File: src/rtl/counter_pkg.sv
// Shared definitions for the parametrised counter family.
package counter_pkg;

    localparam bit CNT_WRAP = 1'b0;
    localparam bit CNT_SAT  = 1'b1;

    // Wide enough for any counter up to 32 bits plus the internal carry bit.
    function automatic logic [32:0] clamp_max(input logic [32:0] v, input logic [32:0] max_v);
        return (v > max_v) ? max_v : v;
    endfunction

endpackage

File: src/rtl/updown_counter.sv
// Up/down counter with modulus, wrap or saturate mode, sync load/clear,
// registered carry pulse and sticky overflow flag.
module updown_counter
    import counter_pkg::*;
#(
    parameter int unsigned      WIDTH       = 8,
    parameter logic [WIDTH:0]   MAX         = {1'b0, {WIDTH{1'b1}}},
    parameter logic [WIDTH:0]   RESET_VALUE = '0,
    parameter bit               SATURATE    = CNT_WRAP
) (
    input  logic             clk,
    input  logic             reset,
    input  logic             clear,
    input  logic             load,
    input  logic [WIDTH-1:0] load_value,
    input  logic             en,
    input  logic             up,
    output logic [WIDTH-1:0] value,
    output logic             carry,
    output logic             ovf
);

    if (WIDTH < 2 || WIDTH > 32) begin : g_bad_width
        $error("updown_counter: WIDTH must be 2..32");
    end
    if (MAX == '0 || MAX[WIDTH]) begin : g_bad_max
        $error("updown_counter: MAX must be 1..2**WIDTH-1");
    end
    if (RESET_VALUE > MAX) begin : g_bad_reset
        $error("updown_counter: RESET_VALUE exceeds MAX");
    end

    localparam logic [WIDTH:0]   ONE_W = {{WIDTH{1'b0}}, 1'b1};
    localparam logic [WIDTH-1:0] MAX_V = WIDTH'(MAX);

    logic [WIDTH-1:0] value_q, value_d;
    logic             carry_q, carry_d;
    logic             ovf_q, ovf_d;
    logic [WIDTH:0]   value_ext;

    assign value_ext = {1'b0, value_q};

    always_comb begin
        value_d = value_q;
        carry_d = 1'b0;
        ovf_d   = ovf_q;
        if (clear) begin
            value_d = '0;
            ovf_d   = 1'b0;
        end else if (load) begin
            value_d = WIDTH'(clamp_max(33'(load_value), 33'(MAX)));
        end else if (en) begin
            if (up) begin
                if (value_ext == MAX) begin
                    value_d = (SATURATE == CNT_SAT) ? value_q : '0;
                    carry_d = 1'b1;
                    ovf_d   = 1'b1;
                end else begin
                    value_d = WIDTH'(value_ext + ONE_W);
                end
            end else begin
                if (value_ext == '0) begin
                    value_d = (SATURATE == CNT_SAT) ? value_q : MAX_V;
                    carry_d = 1'b1;
                    ovf_d   = 1'b1;
                end else begin
                    value_d = WIDTH'(value_ext - ONE_W);
                end
            end
        end
    end

    always_ff @(posedge clk or negedge reset) begin
        if (!reset) begin
            value_q <= WIDTH'(RESET_VALUE);
            carry_q <= 1'b0;
            ovf_q   <= 1'b0;
        end else begin
            value_q <= value_d;
            carry_q <= carry_d;
            ovf_q   <= ovf_d;
        end
    end

    assign value = value_q;
    assign carry = carry_q;
    assign ovf   = ovf_q;

endmodule
File: config.mk
export PLATFORM = sky130hd
export DESIGN_NAME = updown_counter
export DESIGN_NICKNAME = d
export VERILOG_FILES = /design/src/rtl/counter_pkg.sv /design/src/rtl/updown_counter.sv
export SDC_FILE = /design/constraint.sdc
export NUM_CORES = 1
export LEC_CHECK = 0
export ABC_AREA = 1
export BUFFER_PORTS_ARGS = -buffer_cell sky130_fd_sc_hd__buf_2
export CAP_MARGIN = 10
export CELL_PAD_IN_SITES_DETAIL_PLACEMENT = 1
export CELL_PAD_IN_SITES_GLOBAL_PLACEMENT = 2
export CORE_MARGIN = 4
export CORE_UTILIZATION = 27
export CTS_BUF_LIST = sky130_fd_sc_hd__clkbuf_16
export DETAILED_ROUTE_END_ITERATION = 7
export GPL_ROUTABILITY_DRIVEN = 1
export PLACE_DENSITY = 0.87
export SLEW_MARGIN = 20
export SYNTH_ARGS = -nofsm -noshare
export SYNTH_HDL_FRONTEND = slang
export SYNTH_SLANG_ARGS = --single-unit
File: constraint.sdc
create_clock -name clk -period 1.5 [get_ports clk]
set_input_delay 0.3 -clock clk [delete_from_list [all_inputs] [get_ports clk]]
set_output_delay 0.3 -clock clk [all_outputs]
set_load 0.005 [all_outputs]
# [Word-level counts from Yosys, hierarchy flattened]
# Cells that the tools add are included.
[totals] register_bits=10 wordCells=31
[op_classes] n_addsub=2 eq_ne=3 muxes=18 n_reduce_logical=5
[ops] cell="2-to-1 mux 8 bit" n=6
[ops] cell="2-to-1 mux 1 bit" n=12
[ops] cell="zero test 9 bit" n=1
[ops] cell="adder 8 x 1 -> 8 bit (second input constant)" n=1
[ops] cell="equality test 8 bit (second input constant)" n=1
[ops] cell="subtractor 8 x 1 -> 8 bit (second input constant)" n=1
[ops] cell="nonzero test 3 bit" n=2
[ops] cell="AND reduction 4 bit" n=1
[ops] cell="!= test 3 x 2 -> 1 bit (second input constant)" n=1
[ops] cell="!= test 2 bit (second input constant)" n=1
[ops] cell="nonzero test 2 bit" n=1

# [Logic depth before layout (Yosys ltp)]
[logic_depth] depth_word=6 mapped_depth=9 ltp_nobuf=8

# [Least setup slack after synthesis]
# Ideal clock, no wire load.
[synth_path] path_kind="flip-flop to flip-flop" startpoint="register value_q[1], in the netlist value[1]" endpoint="register value_q[0], in the netlist value[0]" setup_time_ns=0.124 arrival_time_ns=1.187 required_time_ns=1.376 path_slack_ns=0.189 path_stages_with_launch=9 n_path_buf=0 period_less_slack_ns=1.311 cell_sequence="dfrtp_1 > ha_1 > nand2_1 > nor2_2 > nand4_2 > nand2_1 > inv_2 > a21oi_1 > a21oi_1"
[synth_between] elab_chain_len=6
[synth_rtl] element="start: declaration" line="updown_counter.sv:36" rtl="logic [WIDTH-1:0] value_q, value_d;"
[synth_rtl] element="start signal: assignment" line="updown_counter.sv:75" rtl="value_q <= WIDTH'(RESET_VALUE);"
[synth_rtl] element="start signal: assignment" line="updown_counter.sv:79" rtl="value_q <= value_d;"
[synth_rtl] element="equality test 8 bit / zero test 9 bit (equally long branches)" line="updown_counter.sv:54, updown_counter.sv:62"
[synth_rtl] element="2-to-1 mux 8 bit (on tied branches)" line="updown_counter.sv:54, updown_counter.sv:62"
[synth_rtl] element="2-to-1 mux 8 bit (*)" line="updown_counter.sv:53" rtl="if (up) begin"
[synth_rtl] element="2-to-1 mux 8 bit (*)" line="updown_counter.sv:52" rtl="end else if (en) begin"
[synth_rtl] element="2-to-1 mux 8 bit (*)" line="updown_counter.sv:50" rtl="end else if (load) begin"
[synth_rtl] element="2-to-1 mux 8 bit (*)" line="updown_counter.sv:47" rtl="if (clear) begin"
# Mark *: on every way between the ends. The rest lies on a longest branch, timed or not. The select of a mux whose other input is x is not followed.
# A chain may end at the register's enable or synchronous reset.

# [Worst setup path after layout]
[layout_path] startpoint="register value_q[0], in the netlist value[0]" endpoint="register value_q[6], in the netlist value[6]"
[layout_between] elab_chain_len=6
[layout_rtl] element="subtractor 8 x 1 -> 8 bit, or another cell as far along" line="updown_counter.sv:67" rtl="value_d = WIDTH'(value_ext - ONE_W);"
[layout_rtl] element="2-to-1 mux 8 bit (on tied branches)" line="updown_counter.sv:62, updown_counter.sv:54"
[layout_rtl] element="2-to-1 mux 8 bit (*)" line="updown_counter.sv:53"
[layout_rtl] element="2-to-1 mux 8 bit (*)" line="updown_counter.sv:52"
[layout_rtl] element="2-to-1 mux 8 bit (*)" line="updown_counter.sv:50"
[layout_rtl] element="2-to-1 mux 8 bit (*)" line="updown_counter.sv:47"
# Marked as above.

==> reports/qor.yml <==
pwr:
  cellInternalPower_w: 0.0008169
  swShare: 0.3380
  peakVddDrop_v: 0.0004252
  p_comb_frac: 0.329
  powerDensity_nw_per_um2: 952.0
  power_switching_w: 0.0004171
  pwr-share-seq: 0.270
  leakage_nw: 0.6855
  power_frac_clock: 0.401
finish:
  final_cell_mix: "nand2_1 (42), buf_2 (23), inv_1 (21), nor2_1 (16), nand3_1 (15)"
  final_layout_size_suffix_gt1_frac: 0.3370
  nets: 202
  area_growth_pct: 35.25
  nFillCells: 450
  diodes: 0
  final_common_cell: "nand2_1"
yosys:
  ys_seq_area_frac: 0.2611
  syn-num-nets: 167
  yosysWarningCount: 0
  synth_top_area_cell: "dfrtp_1"
  ys_ff_latch: 10
  syn_inst: 150
  synth_top_area_frac: 0.2611
  avgSynthCellArea_sq_um: 6.389
  synth_cell_types: 23
  synth_area_sq_um: 958.4
  synth_area_leaders: "dfrtp_1 (26%), nand2_1 (17%), nand3_1 (8.9%), inv_1 (8.6%), nor2_1 (6.7%)"
detailed_routing:
  wl_microns: 3211
  drt_iter0_drc: 41
  dr.pass1.iters: 4
  vias: 1033
  final_antenna_net_count: 0
  vias_per_cell: 4.491
  route.detailed.drc: 0
  wl_per_cell_microns: 13.96
clock_network:
  clock_latency_ns: 0.24
  cts_tree: "built"
  cts_buffer_depth: 2
  cts_root_buf: "clkbuf_16"
  numCtsBuffers: 3
  htreeDepth: 1
  clkTransAtPathRegs_ns: 0.04
  cts_sinks: 10
flow_run:
  maxCapViolations: 0
place:
  gp_congestion: 0.7970
  hpwl_microns: 2384
  dp_slack_ns: -0.01851
  io_buffers: 23
worst_setup_path:
  cp.required_ns: 1.68
  crit_arrival_ns: 1.58
  critPathMaxFanout: 4
  endpoint_kind: "flop"
  path_class: "flop to flop"
  critPathLaunchType: "flop"
floorplanning:
  row_count: 21
  design.portCount: 24
  coreArea_sq_um: 3390
  design.die.area_sq_um: 4567
  initial_core_util: 0.2828
  fp.dieH_microns: 67.58
  chipWidth_microns: 67.58
global_routing:
  grt_max_degree: 14
  grt_pass1_wl_microns: 5347
  grt_usage: 0.1607
  overflow: 0
  antenna_found_initial: 0
  grt_pass1_vias: 1081
sta:
  period_needed_ns: 1.409
  post-route-period-util: 0.9390
  relSlewSlack: 0.8152
  setup_violations: 0
  finalHoldViolations: 0
  fmax_mhz: 709.9
  skew_ns: 0.003993
  fin_hold_ws_ns: 0.3363
  worst_slack_ns: 0.09143
  worst_pin_slew_ns: 0.2772
  rsz0062_at_grt: "no"
  drv_slew: 0
hold_path:
  hp-class: "input pin to flop"
status:
  status: "completed"
[stage by stage]
step                      setup TNS [ns]  utilization  cell area (sq um)  total power [W]  cells
after floorplan                        0            -              958.4        0.0005724    150
after global placement                 0       0.3378               1145        0.0006921    222
after CTS                              0       0.3699               1254         0.001221    229
after detailed placement        -0.01851       0.3378               1145        0.0007016    222
after global routing                   0       0.3824               1296         0.001314    230
final                                  0       0.3824               1296         0.001234    230
[per-layer routing]
layer | vias to the layer above | share of wire | track usage
met3 | 5 | 0.038 | 0.03328
li1 | 532 | - | -
met1 | 478 | 0.45 | 0.2026
met2 | 18 | 0.50 | 0.2600
met5 | - | 0 | 0
met4 | 0 | 0.017 | 0.07342
[power by group through the flow]
stage                     Sequential (W)  Clock [W]  Combinational [W]
after floorplan                 0.000331          0           0.000241
after global placement          0.000333          0           0.000359
after global routing            0.000339   0.000519           0.000457
after detailed placement        0.000336          0           0.000366
after CTS                       0.000330   0.000503           0.000389
final                           0.000333   0.000495           0.000406
[sequential cells by signal, summed over array words and instances (netlist names)]
register  count
ovf           1
value         8
carry         1
[synth_stat cells (all sizes together)]
cell    number
buf          5
xnor2        2
ha           3
nand3       17
inv         25
a22oi        1
nor2        24
xor2         1
nand4        2
dfrtp       10
a21oi        8
o21ai        7
nand2       44
a221oi       1
[cells by family after synthesis]
logic type | after synthesis | synth area share
adder cells (fa/ha/maj) | 3 | 0.03917
XOR/XNOR | 3 | 0.02742
AO/OA/AOI/OAI | 17 | 0.1201
flip-flops | 10 | 0.2611
AND/OR/NAND/NOR | 87 | 0.4060
buffers and inverters | 30 | 0.1462
[layout make-up]
class,instances,area [sq um],area share
clock buffer,3,75.07,0.05792
sequential,10,251.5,0.1940
timing repair buffer,35,207.7,0.1602
tap,46,57.56,0.04440
multi-input combinational,110,606.8,0.4681
inverter,25,93.84,0.07239
clock inverter,1,3.754,0.002896
[final timing paths]
check / start / to / slack [ns] / depth (start not counted)
worst max register to register: value[0] / value[6] / 0.09 / 9
max in group asynchronous: reset / value[2] / 0.79 / 2
min in group asynchronous: reset / value[5] / 0.47 / 2
worst max-delay path: value[0] / value[6] / 0.09 / 9
worst min-delay path: load_value[1] / value[1] / 0.34 / 3
worst min register to register: ovf / ovf / 0.51 / 2
[worst max-delay path, cell delays in order, from the launching register on]
cell and delay [ns]:
dfrtp_1 0.41, ha_1 0.22, nand2_1 0.13, nor2_4 0.06, buf_4 0.13, nand2_1 0.05, nand2_1 0.04, nand3_1 0.07
nand3_1 0.09, a21oi_2 0.12
[what timing repair did]
action / CTS / global route
hold endpoints to repair: 10 / 0
setup buffers: 2 / 1
hold buffers: 1 / 0
resized for setup: 1 / 11
pin swaps: 0 / 2
setup endpoints to repair: 1 / 7
No activity file was read; power rests on OpenSTA's default activity.
